$ cat src/rtl/mul_seq_ctrl.sv
// mul_seq_ctrl: sequencing controller for the multiply functional unit.
// Takes one unsigned 32x32 multiply from the reservation station, and
// accumulates one partial product per cycle (shift-and-add, LSB first).
// The tagged 64-bit product goes to the CDB arbiter over valid/ready.
//
// Handshakes: a transfer happens on the rising edge where valid && ready
// are both high. in_ready is combinational (IDLE and no flush). out_valid
// is registered, and out_prod/out_tag stay stable while out_valid is high
// until out_ready is seen.
//
// Optional feature macro: MUL_EARLY_TERM_EN. When defined, RUN ends as soon
// as the remaining multiplier bits are all zero. The product is the same.
module mul_seq_ctrl #(
    parameter int TAG_W = 4
) (
    input  logic             clk,
    input  logic             rst_n,
    input  logic             flush,
    input  logic             in_valid,
    output logic             in_ready,
    input  logic [31:0]      in_a,
    input  logic [31:0]      in_b,
    input  logic [TAG_W-1:0] in_tag,
    output logic             out_valid,
    input  logic             out_ready,
    output logic [63:0]      out_prod,
    output logic [TAG_W-1:0] out_tag,
    output logic             busy
);

    typedef enum logic [1:0] {
        IDLE = 2'd0,
        RUN  = 2'd1,
        DONE = 2'd2
    } state_t;

    state_t           state_q, state_d;
    logic [63:0]      a_q, a_d;
    logic [31:0]      b_q, b_d;
    logic [63:0]      acc_q, acc_d;
    logic [4:0]       cnt_q, cnt_d;
    logic [TAG_W-1:0] tag_q, tag_d;
    logic             out_valid_q, out_valid_d;
    logic [63:0]      out_prod_q, out_prod_d;
    logic [TAG_W-1:0] out_tag_q, out_tag_d;

    logic             step_last;
    logic [63:0]      pp;
    logic [63:0]      acc_sum;

    // Decide whether the current RUN step is the final one.
    always_comb begin
`ifdef MUL_EARLY_TERM_EN
        step_last = (b_q[31:1] == 31'd0);
`else
        step_last = (cnt_q == 5'd31);
`endif
    end

    // Partial product of the current multiplier bit, weighted by its index.
    always_comb begin
        pp      = a_q & {64{b_q[0]}};
        acc_sum = acc_q + (pp << cnt_q);
    end

    // State and datapath registers; async reset returns everything to idle.
    always_ff @(posedge clk or negedge rst_n) begin
        if (!rst_n) begin
            state_q     <= IDLE;
            a_q         <= '0;
            b_q         <= '0;
            acc_q       <= '0;
            cnt_q       <= '0;
            tag_q       <= '0;
            out_valid_q <= 1'b0;
            out_prod_q  <= '0;
            out_tag_q   <= '0;
        end else begin
            state_q     <= state_d;
            a_q         <= a_d;
            b_q         <= b_d;
            acc_q       <= acc_d;
            cnt_q       <= cnt_d;
            tag_q       <= tag_d;
            out_valid_q <= out_valid_d;
            out_prod_q  <= out_prod_d;
            out_tag_q   <= out_tag_d;
        end
    end

    // Next-state logic; flush overrides every transition.
    always_comb begin
        state_d = state_q;
        case (state_q)
            IDLE: if (in_valid && in_ready) state_d = RUN;
            RUN:  if (step_last)            state_d = DONE;
            DONE: if (out_ready)            state_d = IDLE;
            default:                        state_d = IDLE;
        endcase
        if (flush) state_d = IDLE;
    end

    // Datapath next values: load on accept, shift-and-add in RUN, and
    // capture the result into the output registers on entry to DONE.
    always_comb begin
        a_d         = a_q;
        b_d         = b_q;
        acc_d       = acc_q;
        cnt_d       = cnt_q;
        tag_d       = tag_q;
        out_valid_d = out_valid_q;
        out_prod_d  = out_prod_q;
        out_tag_d   = out_tag_q;
        case (state_q)
            IDLE: begin
                if (in_valid && in_ready) begin
                    a_d   = {32'b0, in_a};
                    b_d   = in_b;
                    acc_d = '0;
                    cnt_d = '0;
                    tag_d = in_tag;
                end
            end
            RUN: begin
                acc_d = acc_sum;
                b_d   = b_q >> 1;
                cnt_d = cnt_q + 5'd1;
                if (step_last) begin
                    out_valid_d = 1'b1;
                    out_prod_d  = acc_sum;
                    out_tag_d   = tag_q;
                end
            end
            DONE: begin
                if (out_ready) out_valid_d = 1'b0;
            end
            default: ;
        endcase
        // An aborted operation leaves nothing behind.
        if (flush) begin
            acc_d       = '0;
            out_valid_d = 1'b0;
            out_prod_d  = '0;
            out_tag_d   = '0;
        end
    end

    // Output decode.
    always_comb begin
        in_ready  = (state_q == IDLE) && !flush;
        busy      = (state_q != IDLE);
        out_valid = out_valid_q;
        out_prod  = out_prod_q;
        out_tag   = out_tag_q;
    end

endmodule
$ cat config.mk
export PLATFORM = sky130hd
export DESIGN_NAME = mul_seq_ctrl
export DESIGN_NICKNAME = d
export VERILOG_FILES = /design/src/rtl/mul_seq_ctrl.sv
export SDC_FILE = /design/constraint.sdc
export NUM_CORES = 1
export LEC_CHECK = 0
export CORE_MARGIN = 2
export CORE_UTILIZATION = 52
export DETAILED_ROUTE_END_ITERATION = 12
export HOLD_SLACK_MARGIN = 0.08
export PLACE_DENSITY = 0.74
export SYNTH_ARGS = -nofsm -noshare
export SYNTH_HDL_FRONTEND = slang
export SYNTH_SLANG_ARGS = --single-unit
$ cat constraint.sdc
create_clock -name clk -period 4 [get_ports clk]
set_input_delay 1 -clock clk [delete_from_list [all_inputs] [get_ports clk]]
set_output_delay 1 -clock clk [all_outputs]
set_load 0.005 [all_outputs]
==> results of run 1 <==
cells by family after synthesis:
kind of cell,after synthesis
xor+xnor,52
compound gates,514
buf+inv,118
simple gates,591
flops,208
mux,56
fa+ha+maj,74
where the power goes:
part | switching (mW) | internal [mW]
registers | 0.208 | 2.33
logic | 2.45 | 2.29
clock network | 0.936 | 1.40
layer usage:
layer	share of wire, %	wire length [µm]	up-vias
met5	0.026	13	-
met4	3.4	1705	2
met2	48	23960	586
met1	42	21320	7208
met3	6.7	3368	127
li1	-	-	6743
area by class of cell:
cell class	instances	area [µm²]
clock buffers	29	680.7
clock inverters	13	155.1
fillers	1623	4649
inverters	18	67.56
multi-input cells	1287	10160
flip-flops and latches	208	5206
well taps	335	419.2
repair buffers	523	4572
cells in the mapped netlist, types with 15 or more instances:
cell type                  instances  area share (%)
sky130_fd_sc_hd__nand2_1         340             9.3
sky130_fd_sc_hd__dfrtp_1         208              38
sky130_fd_sc_hd__o21ai_0         115             4.2
sky130_fd_sc_hd__a21oi_1         114             4.2
sky130_fd_sc_hd__nor2_1          104             2.9
sky130_fd_sc_hd__a22o_1           85             5.4
sky130_fd_sc_hd__clkbuf_1         80             2.2
sky130_fd_sc_hd__ha_1             73             6.7
sky130_fd_sc_hd__mux2i_1          41             3.0
sky130_fd_sc_hd__nand3_1          37             1.4
sky130_fd_sc_hd__a22oi_1          34             1.9
sky130_fd_sc_hd__a21o_1           30             1.6
sky130_fd_sc_hd__xnor2_1          28             1.8
sky130_fd_sc_hd__nand4_1          24             1.1
sky130_fd_sc_hd__xor2_1           24             1.5
sky130_fd_sc_hd__a32o_1           20             1.5
sky130_fd_sc_hd__o22ai_1          17            0.78
sky130_fd_sc_hd__inv_1            16            0.44
sky130_fd_sc_hd__nor3_1           16            0.59
sky130_fd_sc_hd__a31oi_1          15            0.69
sky130_fd_sc_hd__and2_1           15            0.69
sky130_fd_sc_hd__o21bai_1         15            0.82
registers in the layout (all words and copies together) (netlist names):
signal / cells
state_q: 2
tag_q: 4
a_q: 32
cnt_q: 5
b_q: 32
out_valid: 1
out_prod: 64
out_tag: 4
acc_q: 64
cells in the final DEF, fill, tap and decap left out, drive strengths merged, types with 20 or more instances in the layout:
master	synthesis	routed
a22o	85	85
a21o	30	30
buf	20	378
xnor2	28	28
clkbuf	80	32
nor2	104	104
clkdlybuf4s50	0	142
nand3	37	37
nand2	340	340
dfrtp	208	208
a22oi	34	34
a32o	20	20
o21ai	123	123
xor2	24	24
mux2i	41	41
a21oi	115	115
nand4	25	25
ha	73	73
what timing repair did:
action,CTS,global route
hold buffers,0,0
gates cloned,1,1
gates resized for setup,127,368
pin swaps,33,156
endpoints found under the setup margin,90,96
buffers inserted,14,47
worst max path at each step:
stage,from,end,depth (start not counted)
3_3_place_gp,cnt_q[0]$_DFFE_PN0P_,acc_q[60]$_DFFE_PN0P_,21
5_1_grt,cnt_q[0]$_DFFE_PN0P_,acc_q[60]$_DFFE_PN0P_,23
4_1_cts,cnt_q[0]$_DFFE_PN0P_,acc_q[60]$_DFFE_PN0P_,20
3_5_place_dp,cnt_q[0]$_DFFE_PN0P_,acc_q[60]$_DFFE_PN0P_,21
6_report,cnt_q[0]$_DFFE_PN0P_,acc_q[60]$_DFFE_PN0P_,22
2_1_floorplan,cnt_q[0]$_DFFE_PN0P_,acc_q[59]$_DFFE_PN0P_,18
through the flow:
step           utilization, %  TNS [ns]  std cells  area (µm²)
2_1_floorplan               -  -0.02023       1613       13700
3_3_place_gp            68.42    -33.61       2320       17730
3_5_place_dp            68.42    -35.77       2320       17730
4_1_cts                 73.87    -17.19       2377       19140
5_1_grt                 82.06    -34.45       2413       21260
6_report                82.06    -22.65       2413       21260
==> results.txt, run 1 <==
After synthesis, the largest family of logic cells by area is compound AO/OA/AOI/OAI gates. The run finished, with violations left. The number of standard-cell rows in the floorplan is 59. The global router's overall resource usage is 32.56%.

The setup slack after placement is -0.8382 ns. In the final layout, the share of cells above drive strength 1 is 35.85%. The predominant post-synthesis flop cell is sky130_fd_sc_hd__dfrtp_1.

The maximum clock skew at final layout came out at 0.01500 ns. The post-DP HPWL came out at 34920 µm. Summing internal, switching and leakage power gives 9.620 mW. The area inside the core boundary is 25910 µm². The average wire per cell in the routed design is 20.87 µm. The share of async-settable or async-resettable flops after synthesis came out at 100.0%. The total length of routed wires is 50370 µm.

The reg-to-reg setup timing slack is -0.54 ns. The Yosys warning count is 0. Entering global routing, the biggest net connects 73 pins. Clock-pin slew was measured on the worst setup and hold paths at 0.06 ns. The final-report hold violation count was 0. At the end of routability-driven placement, the weighted congestion stood at 0.9697.

The residual DRC count came out at 0. The synthesized area per cell came out at 8.477 µm². The most heavily used metal layer in global routing is met2.

The capturing element type of the critical path is a register. The clock insertion delay at the later pin of the skew report is 0.54 ns. Hold timing on the final database bottoms out at a slack of 0.4515 ns. The area share of xor/xnor cells in the synthesized design is 3.331%.

For the worst setup path, the data arrival time is 4.95 ns. Setup violations remaining at the end of the flow were counted as 83. The final reports fail on negative setup slack. The number of buffers on the longest clock path is 3. The synthesized cell area came out at 13670 µm².

For met3 alone, demand over resource in global routing was 4.171%. The number of clock sinks seen by CTS is 208. The maximum frequency from static timing analysis came out at 220.4 MHz. In the global route stage, met2 resource usage came out at 53.38%. The initial standard-cell utilization of the core came out at 52.77%. The root buffer cell chosen for the clock tree is sky130_fd_sc_hd__clkbuf_16. The number of search-and-repair iterations in the first detailed-routing pass came out at 6. The post-synthesis compound-gate area fraction is 25.28%. The synthesized netlist devotes 18.79% of its cell area to simple gates. The number of CTS-inserted buffers came out at 24. The worst path buffer plus inverter count is 5. The signed area change from the synthesized netlist to the final layout is 55.50%. The worst setup path is launched from a register.

The data required time at the worst endpoint came out at 4.41 ns. The netlist uses 70 different library cells. The initial antenna violation count is 1. The portion of the post-synthesis area used by sequential elements is 38.07%. The worst hold path belongs to the class primary input to async pin. The slowest stage of the critical path belongs to the cell sky130_fd_sc_hd__dfrtp_2. The worst register-to-register path ends at acc_q[60]$_DFFE_PN0P_.

The post-synthesis cell count is 1613. The largest fanout on the critical path came out at 5. The via count of the first global-routing pass came to 13860. The count of antenna-violating nets left after detailed routing came out at 0.

The actual slew at the worst max-slew pin came out at 0.8047 ns. The aggregate global routing overflow came out at 0. The power density over the cells came out at 452.4 nW/µm². Across all layers, the routed design uses 14670 vias. The synthesized-area fraction occupied by adder cells is 6.827%. The critical path is of the register to register type. The die covers 27610 µm². The iteration-0 DRC count of the detailed router is 1287. The global routing met1 resource utilization came out at 46.02%. The kind of cell with the highest combined delay along the critical path is compound AO/OA/AOI/OAI gates. The number of antenna diodes in the final layout is 0.

The minimum clock period came out at 4.538 ns. The most frequent cell on the critical path is sky130_fd_sc_hd__buf_4. The floorplan die width is 166.2 µm. The depth of the worst register-to-register path is 22.

During I/O placement, the number of pins put on the boundary was 144. The number of synthesized flops with an enable pin came out at 0. Walking the worst path, the cells encountered are buf_12 -> mux2_2 -> nand2_1 -> o21ai_1 -> buf_4 -> nand3_1 -> o21ai_1 -> mux2i_1 -> buf_4 -> mux2i_2 -> ha_1 -> nand4_1 -> nor4_4 -> buf_4 -> o211a_1 -> o41a_1 -> o21ai_2 -> a21oi_2 -> buf_4 -> a41oi_2 -> xnor2_1 -> a22o_1. During placement, the flow inserted port buffers numbering 143. The net count of the finished layout is 2209. The post-detailed-route via-to-cell ratio came out at 6.078. The post-synthesis net count is 1760.

Setup repair after global routing could not meet its margin everywhere. The largest voltage drop on the vdd net is 510.1 µV. The fraction of synthesized area in multiplexers is 4.319%. The fraction of the cycle the final worst path needs is 113.4%. The leakage component of the power is 9.635 nW. Across the run, the number of max-cap violations was 0. The depth of the CTS H-tree came out at 1. The overall die height came out at 166.2 µm. The count of final max-slew check failures is 0. In this design, the stage delay of the slowest critical-path cell is 0.47 ns. The post-layout worst setup margin is -0.5376 ns.

Measured against its own limit, the worst slew margin works out to 46.35%. Synthesis inferred 208 register bits. TritonCTS built the clock tree.

In this run the critical register-to-register path is launched from cnt_q[0]$_DFFE_PN0P_. The first-pass GRT wire length is 73250 µm.
Note: power is estimated with default switching activity, not from simulation.
==> run 2: changes to the inputs <==
==> constraint.sdc (replaced) <==
create_clock -name clk -period 4 [get_ports clk]
set_input_delay 0.8 -clock clk [delete_from_list [all_inputs] [get_ports clk]]
set_output_delay 0.8 -clock clk [all_outputs]
set_load 0.005 [all_outputs]
==> run 2 against run 1 <==
Net effect: the run still ends with negative setup slack left; combinational power shrank 1%; clock skew grew 0.0041 ns; routed wire length shrank 1.1%; global-route usage grew 0.88 points; sequential share of layout area grew 0.17 points; cell count grew 0.37%.
==> results.txt, run 2 (synthesis gave the netlist of run 1 again) <==
The maximum frequency from static timing analysis is 218.9 MHz (was 220.4 MHz). The combined flip-flop and latch cell area came out at 5206 µm² (unchanged). The logic depth of the worst path, buffers included is 23 (was 22). The initial antenna violation count is 0 (was 1). The depth of the CTS H-tree is 1 (unchanged). The area inside the core boundary was 25910 µm² (unchanged). The post-layout worst setup margin came to -0.5679 ns (was -0.5376 ns). The clock network fraction of design power came out at 23.1% (was 24.3%). The data required time at the worst endpoint is 4.42 ns (was 4.41 ns). The total inserted antenna cells came out at 0 (unchanged).

The reg-to-reg setup timing slack is -0.57 ns (was -0.54 ns). The residual DRC count came out at 0 (unchanged). The average wire per cell in the routed design came out at 20.57 µm (was 20.87 µm). The headroom to the max-slew limit was 43.15% (was 46.35%). The leading cell type in the layout, fill and taps excluded is sky130_fd_sc_hd__buf_4 (unchanged). The share of total power consumed by net switching came out at 37.23% (was 37.40%). The maximum number of pins on one net before global-route repair is 102 (was 73). The combinational cell fraction of total power was 49.8% (was 49.3%). The initial standard-cell utilization of the core is 52.77% (unchanged).

The arrival time reported for the critical path endpoint came out at 4.99 ns (was 4.95 ns). The total length of routed wires came to 49830 µm (was 50370 µm). The instance area at placement is 17780 µm² (was 17730 µm²). The cell internal power dissipation came out at 5.882 mW (was 6.022 mW). The final non-filler cell total is 2422 (was 2413). The clock transition time at the flip-flop clock pins of the worst setup and hold paths came to 0.06 ns (about the same). The die area came out at 27610 µm² (unchanged). The fraction of the cycle the final worst path needs is 114.2% (was 113.4%). The number of clock sinks seen by CTS came out at 208 (unchanged). The highest layer used for signal routing was met4 (was met5).

The number of standard-cell rows in the floorplan is 59 (unchanged). The global router's overall resource usage is 33.44% (was 32.56%). The capture instance of the worst register-to-register path is acc_q[55]$_DFFE_PN0P_ (was acc_q[60]$_DFFE_PN0P_). The first-pass GRT wire length came out at 74470 µm (was 73250 µm). The met3 wire length came out at 3516 µm (was 3368 µm). The worst path buffer plus inverter count is 7 (was 5). Cells along the critical path: buf_12 -> buf_12 -> mux2_4 -> o211ai_1 -> nor2_1 -> a31o_2 -> mux2i_2 -> o21ai_1 -> ha_1 -> buf_6 -> a21oi_2 -> o21ai_2 -> o21bai_4 -> a21o_1 -> a221o_2 -> nor4_4 -> buf_4 -> buf_4 -> buf_6 -> buf_6 -> nor2_4 -> xor2_1 -> a22o_1 (was buf_12 -> mux2_2 -> nand2_1 -> o21ai_1 -> buf_4 -> nand3_1 -> o21ai_1 -> mux2i_1 -> buf_4 -> mux2i_2 -> ha_1 -> nand4_1 -> nor4_4 -> buf_4 -> o211a_1 -> o41a_1 -> o21ai_2 -> a21oi_2 -> buf_4 -> a41oi_2 -> xnor2_1 -> a22o_1).

The count of antenna-violating nets left after detailed routing came to 0 (unchanged). The via count came out at 14500 (was 14670). The signed area change from the synthesized netlist to the final layout came out at 54.42% (was 55.50%). The worst flop-to-flop path startpoint is cnt_q[0]$_DFFE_PN0P_ (unchanged).

The cell total after placement came out at 2323 (was 2320). The layout cell share with drive strength beyond 1 is 35.07% (was 35.85%). Most frequent cells in the layout: sky130_fd_sc_hd__buf_4 (333), sky130_fd_sc_hd__nand2_1 (327), sky130_fd_sc_hd__dfrtp_1 (207) (was sky130_fd_sc_hd__buf_4 (332), sky130_fd_sc_hd__nand2_1 (321), sky130_fd_sc_hd__dfrtp_1 (207)). The power dissipated by switching net loads is 3.489 mW (was 3.597 mW).

The number of maximum-capacitance violations is 0 (unchanged). Violations in the final reports: negative setup slack (unchanged). Result of the run: finished, violations left (unchanged).

The number of buffers on the longest clock path is 3 (unchanged). The number of search-and-repair iterations in the first detailed-routing pass was 6 (unchanged). The via count of the first global-routing pass was 13770 (was 13860).

The wire length on met2 is 23220 µm (was 23960 µm). The power density over the cells is 443.8 nW/µm² (was 452.4 nW/µm²). The net count of the finished layout came to 2218 (was 2209). The largest fanout on the critical path came out at 5 (unchanged). The floorplan die width came out at 166.2 µm (unchanged). The iteration-0 DRC count of the detailed router came out at 1151 (was 1287). The most frequent cell on the critical path is sky130_fd_sc_hd__buf_6 (was sky130_fd_sc_hd__buf_4).

The standard cell with the maximum stage delay on the critical path is sky130_fd_sc_hd__dfrtp_2 (unchanged). The count of boundary I/O pins came out at 144 (unchanged). The number of CTS-inserted buffers is 24 (unchanged). The number of fill cells in the layout is 1672 (was 1623). The count of buffers inserted at the top-level ports came out at 143 (unchanged). The multi-input gate area in the final layout is 9915 µm² (was 10160 µm²). The final core utilization came to 81.49% (was 82.06%). The wire length the detailed router placed on met1 is 21210 µm (was 21320 µm).

The clock tree from TritonCTS is yes (unchanged). The classification of the worst-slack hold path is primary input to async pin (unchanged). The capturing element type of the critical path is a register (unchanged). The maximum clock skew at final layout came to 0.01909 ns (was 0.01500 ns). The largest stage delay on the critical path was 0.46 ns (was 0.47 ns). The aggregate global routing overflow is 0 (unchanged). The count of endpoints failing setup in the final report is 69 (was 83). The count of final max-slew check failures came out at 0 (unchanged). The post-DP HPWL is 35180 µm (was 34920 µm). The clock tree root driver cell was sky130_fd_sc_hd__clkbuf_16 (unchanged). The setup slack after placement was -0.6854 ns (was -0.8382 ns).

The design area was 21110 µm² (was 21260 µm²). The minimum clock period was 4.568 ns (was 4.538 ns). The routability congestion estimate came out at 0.9634 (was 0.9697).

The overall die height came out at 166.2 µm (unchanged). The sequential cell fraction of total power is 27.1% (was 26.4%). The post-detailed-route via-to-cell ratio came to 5.986 (was 6.078). Unrepaired setup endpoints after global routing: yes (unchanged).

The actual slew at the worst max-slew pin came out at 0.8527 ns (was 0.8047 ns). The largest voltage drop on the vdd net is 466.6 µV (was 510.1 µV). The leakage component of the power is 9.621 nW (was 9.635 nW). The clock insertion delay at the later pin of the skew report is 0.55 ns (was 0.54 ns).

The final-report hold violation count came out at 0 (unchanged). The nature of the critical path startpoint is a register (unchanged). The critical path class is register to register (unchanged). The depth of the worst register-to-register path came out at 23 (was 22).

The family with the most delay on the worst path is compound AO/OA/AOI/OAI gates (unchanged).
run 2: changes by cell type in the layout (fill, tap and decap cells not counted), moves of 4 or more:
cell	before	now
sky130_fd_sc_hd__mux2i_2	17	13
sky130_fd_sc_hd__o21ai_1	37	48
sky130_fd_sc_hd__buf_12	7	12
sky130_fd_sc_hd__clkbuf_1	0	4
sky130_fd_sc_hd__a21oi_2	35	40
sky130_fd_sc_hd__ha_1	42	47
sky130_fd_sc_hd__a21oi_4	12	8
sky130_fd_sc_hd__nand2_1	321	327
sky130_fd_sc_hd__o21ai_4	7	2
sky130_fd_sc_hd__o21ai_2	42	34
sky130_fd_sc_hd__ha_4	30	25
run 2: metrics by stage:
stage | hold WS, ns | total power [mW] | setup TNS, ns
after floorplan | 0.4463 | 4.280 | -0.02023
after global placement | 0.4584 | 5.947 | -28.67
after detailed placement | 0.4630 | 6.009 | -33.61
after CTS | 0.3748 | 8.595 | -13.68
after global routing | 0.4139 | 9.796 | -28.49
final | 0.3354 | 9.371 | -17.75
run 2: worst max-delay path by stage:
stage / end / startpoint
floorplan: acc_q[59]$_DFFE_PN0P_ / cnt_q[0]$_DFFE_PN0P_
global placement: acc_q[60]$_DFFE_PN0P_ / cnt_q[0]$_DFFE_PN0P_
detailed placement: acc_q[60]$_DFFE_PN0P_ / cnt_q[0]$_DFFE_PN0P_
CTS: acc_q[63]$_DFFE_PN0P_ / cnt_q[0]$_DFFE_PN0P_
global route: acc_q[55]$_DFFE_PN0P_ / cnt_q[0]$_DFFE_PN0P_
finish: acc_q[55]$_DFFE_PN0P_ / cnt_q[0]$_DFFE_PN0P_
run 2: final cells by class:
cell class / instances / area share, %
Tap cell: 335 / 1.985
Inverter: 18 / 0.3200
Multi-Input combinational cell: 1287 / 46.96
Clock buffer: 35 / 3.425
Sequential cell: 208 / 24.66
Timing Repair Buffer: 532 / 22.45
Clock inverter: 7 / 0.2074
run 2: repair_timing:
item / 4_1_cts / 5_1_grt
buffers inserted: 28 / 34
pin swaps: 56 / 81
hold buffers: 0 / 0
gates resized for setup: 175 / 283
gates cloned: 1 / 3
setup endpoints to repair: 91 / 98
run 2: power by group through the flow:
stage	Sequential [mW]	Clock (mW)	Combinational, mW
final	2.54	2.16	4.67
after global routing	2.56	2.27	4.97
after CTS	2.51	2.19	3.89
after detailed placement	2.54	0	3.47
after global placement	2.53	0	3.42
after floorplan	2.47	0	1.81
run 2: per-layer routing:
| metal | up-vias | GRT usage (%) |
|---|---|---|
| met5 | - | 0 |
| met4 | 0 | 9.754 |
| met1 | 7039 | 46.66 |
| li1 | 6773 | - |
| met2 | 568 | 53.89 |
| met3 | 117 | 5.624 |
==> run 3: changes to the inputs <==
--- a/config.mk
+++ b/config.mk
@@ -6,10 +6,11 @@
 export NUM_CORES = 1
 export LEC_CHECK = 0
 export CORE_MARGIN = 2
-export CORE_UTILIZATION = 52
+export CORE_UTILIZATION = 54
+export CTS_BUF_LIST = sky130_fd_sc_hd__clkbuf_4
 export DETAILED_ROUTE_END_ITERATION = 12
 export HOLD_SLACK_MARGIN = 0.08
-export PLACE_DENSITY = 0.74
+export PLACE_DENSITY = 0.77
 export SYNTH_ARGS = -nofsm -noshare
 export SYNTH_HDL_FRONTEND = slang
 export SYNTH_SLANG_ARGS = --single-unit
==> run 3 against run 2 <==
Net effect: the run still ends with negative setup slack left; core utilization grew 0.073 points; global-route usage up 2.1 points; total power down 6.7%; register-to-register slack improved by 0.03 ns; cell count increased by 0.83%; critical path depth is 2 lower; routed wire length decreased by 0.35%; combinational power decreased by 7.7%; clock skew increased by 0.033 ns; count of clock-buffer cells in the layout is 43 higher; highest routed layer unchanged.
==> results.txt, run 3 (synthesis gave the netlist of run 1 again) <==
The launching element of the worst setup path is cnt_q[0]$_DFFE_PN0P_ (unchanged). The final non-filler cell total was 2442 (was 2422). The total length of routed wires is 49650 µm (was 49830 µm). The residual DRC count came out at 0 (unchanged). The post-layout worst setup margin is -0.5391 ns (was -0.5679 ns).

The final setup TNS is -21.56 ns (was -17.75 ns). The maximum clock skew at final layout was 0.05227 ns (was 0.01909 ns). The number of search-and-repair iterations in the first detailed-routing pass is 6 (unchanged). The leading cell type in the layout, fill and taps excluded is sky130_fd_sc_hd__nand2_1 (was sky130_fd_sc_hd__buf_4). The largest voltage drop on the vdd net is 361.7 µV (was 466.6 µV). The nature of the critical path startpoint is a register (unchanged). The count of endpoints failing setup in the final report came out at 77 (was 69).

The total power after layout is 8.740 mW (was 9.371 mW). The clock tree root driver cell is sky130_fd_sc_hd__clkbuf_4 (was sky130_fd_sc_hd__clkbuf_16). The critical path class was register to register (unchanged). The final core utilization is 81.56% (was 81.49%).

The number of buffers on the longest clock path came to 3 (unchanged). The largest fanout on the critical path is 5 (unchanged). The number of clock sinks seen by CTS came to 208 (unchanged).

The cell total after placement is 2293 (was 2323). The fraction of the cycle the final worst path needs is 113.5% (was 114.2%). The depth of the CTS H-tree came out at 2 (was 1). The number of standard-cell rows in the floorplan is 58 (was 59). The via count of the first global-routing pass came to 14120 (was 13770). The initial standard-cell utilization of the core came out at 54.61% (was 52.77%).

The reg-to-reg setup timing slack was -0.54 ns (was -0.57 ns). The quantity of hold-fixing buffers added after cts came out at 0 (unchanged). The count of antenna-violating nets left after detailed routing came out at 0 (unchanged).

The post-detailed-route via-to-cell ratio came out at 6.026 (was 5.986). The number of fill cells in the layout is 1616 (was 1672). The die area is 26610 µm² (was 27610 µm²).

The arrival time reported for the critical path endpoint came out at 5.11 ns (was 4.99 ns). The count of final max-slew check failures came to 0 (unchanged). The average wire per cell in the routed design is 20.33 µm (was 20.57 µm).

The aggregate global routing overflow is 0 (unchanged). The routability congestion estimate is 0.9823 (was 0.9634). The leakage component of the power is 9.425 nW (was 9.621 nW).

The count of boundary I/O pins came out at 144 (unchanged). The net count of the finished layout came out at 2223 (was 2218). The final-report hold violation count was 0 (unchanged).

The floorplan die width came out at 163.1 µm (was 166.2 µm). Result of the run: finished, violations left (unchanged). The count of buffers inserted at the top-level ports came to 143 (unchanged). Unrepaired setup endpoints after global routing: yes (unchanged). The post-DP HPWL is 34860 µm (was 35180 µm). The signed area change from the synthesized netlist to the final layout was 49.34% (was 54.42%). The data required time at the worst endpoint came out at 4.57 ns (was 4.42 ns). The design area came out at 20420 µm² (was 21110 µm²).

The maximum frequency from static timing analysis came out at 220.3 MHz (was 218.9 MHz). Most frequent cells in the layout: sky130_fd_sc_hd__nand2_1 (327), sky130_fd_sc_hd__buf_4 (321), sky130_fd_sc_hd__dfrtp_1 (207) (was sky130_fd_sc_hd__buf_4 (333), sky130_fd_sc_hd__nand2_1 (327), sky130_fd_sc_hd__dfrtp_1 (207)). The maximum number of pins on one net before global-route repair is 75 (was 102).

The minimum clock period was 4.539 ns (was 4.568 ns). The global router's overall resource usage is 35.56% (was 33.44%). The classification of the worst-slack hold path is primary input to async pin (unchanged). The instance area at placement came out at 17550 µm² (was 17780 µm²).

Violations in the final reports: negative setup slack (unchanged). The clock insertion delay at the later pin of the skew report came out at 0.72 ns (was 0.55 ns). The layout cell share with drive strength beyond 1 came out at 34.91% (was 35.07%). The via count was 14720 (was 14500). The iteration-0 DRC count of the detailed router was 1335 (was 1151). The number of CTS-inserted buffers came to 56 (was 24). The area inside the core boundary came out at 25040 µm² (was 25910 µm²). The initial antenna violation count came out at 2 (was 0).

The overall die height came to 163.1 µm (was 166.2 µm). The first-pass GRT wire length came to 74990 µm (was 74470 µm). The clock transition time at the flip-flop clock pins of the worst setup and hold paths is 0.07 ns (was 0.06 ns). The worst flop-to-flop path startpoint is cnt_q[0]$_DFFE_PN0P_ (unchanged). The capture instance of the worst register-to-register path is acc_q[60]$_DFFE_PN0P_ (was acc_q[55]$_DFFE_PN0P_). The number of maximum-capacitance violations came out at 0 (unchanged). The clock tree from TritonCTS is yes (unchanged).

The actual slew at the worst max-slew pin came out at 1.034 ns (was 0.8527 ns). The power density over the cells is 428.0 nW/µm² (was 443.8 nW/µm²). The capturing element type of the critical path is a register (unchanged). The depth of the worst register-to-register path is 21 (was 23).

The headroom to the max-slew limit is 30.88% (was 43.15%).
run 3: worst max-delay path by stage:
stage	to	cells past startpoint	slack (ns)
4_1_cts	out_prod[60]$_DFFE_PN0P_	20	-0.33
6_report	acc_q[60]$_DFFE_PN0P_	21	-0.54
2_1_floorplan	acc_q[59]$_DFFE_PN0P_	18	-0.02
3_5_place_dp	acc_q[60]$_DFFE_PN0P_	20	-0.66
5_1_grt	out_prod[57]$_DFFE_PN0P_	23	-0.61
3_3_place_gp	acc_q[60]$_DFFE_PN0P_	20	-0.52
run 3: area by class of cell:
cell class | count | area [µm²] | area share (%)
Timing Repair Buffer | 505 | 4372 | 21.41
Clock inverter | 15 | 92.59 | 0.4534
Tap cell | 330 | 412.9 | 2.022
Clock buffer | 78 | 585.6 | 2.868
Sequential cell | 208 | 5206 | 25.50
Inverter | 18 | 67.56 | 0.3309
Multi-Input combinational cell | 1287 | 9681 | 47.41
Antenna cell | 1 | 2.502 | 0.01225
run 3: per-stage QoR:
stage                     setup slack [ns]  hold WS, ns
after floorplan                   -0.02023       0.4463
after global placement             -0.5203       0.4583
after detailed placement           -0.6560       0.4629
after CTS                          -0.3277      0.08824
after global routing               -0.6092       0.1277
final                              -0.5391      0.07856
run 3: repair_timing:
item / CTS / global route
gates resized for setup: 198 / 219
gates cloned: 1 / 0
endpoints found under the setup margin: 80 / 96
pin swaps: 69 / 83
buffers inserted: 32 / 30
run 3: power breakdown:
| group | internal (mW) | switching [mW] | leakage, nW |
|---|---|---|---|
| combinational | 2.04 | 2.27 | 6.23 |
| clock | 0.957 | 0.941 | 0.399 |
| sequential | 2.33 | 0.204 | 2.79 |
| total | 5.32 | 3.42 | 9.43 |
run 3: critical path, stage by stage (launching register included):
cell and delay, ns:
sky130_fd_sc_hd__dfrtp_2 0.46, sky130_fd_sc_hd__buf_6 0.16, sky130_fd_sc_hd__buf_6 0.13, sky130_fd_sc_hd__mux2_4 0.31
sky130_fd_sc_hd__o211ai_1 0.20, sky130_fd_sc_hd__nor2_1 0.06, sky130_fd_sc_hd__a31o_2 0.25, sky130_fd_sc_hd__nor2_2 0.12
sky130_fd_sc_hd__a21o_1 0.18, sky130_fd_sc_hd__mux2i_2 0.11, sky130_fd_sc_hd__ha_1 0.32, sky130_fd_sc_hd__nand4_1 0.18
sky130_fd_sc_hd__nor4_2 0.33, sky130_fd_sc_hd__buf_4 0.19, sky130_fd_sc_hd__o211a_1 0.15, sky130_fd_sc_hd__o41a_1 0.27
sky130_fd_sc_hd__o21ai_2 0.14, sky130_fd_sc_hd__a21oi_2 0.15, sky130_fd_sc_hd__buf_6 0.15, sky130_fd_sc_hd__a41oi_2 0.14
sky130_fd_sc_hd__xnor2_2 0.18, sky130_fd_sc_hd__a22o_1 0.23
run 3: metal layers:
metal | routed length, µm | global-route usage (%) | part of all wire, %
met5 | 0 | 0 | 0
met4 | 1782 | 12.15 | 3.6
met3 | 3297 | 4.926 | 6.6
met2 | 22870 | 55.97 | 46
met1 | 21700 | 50.49 | 44
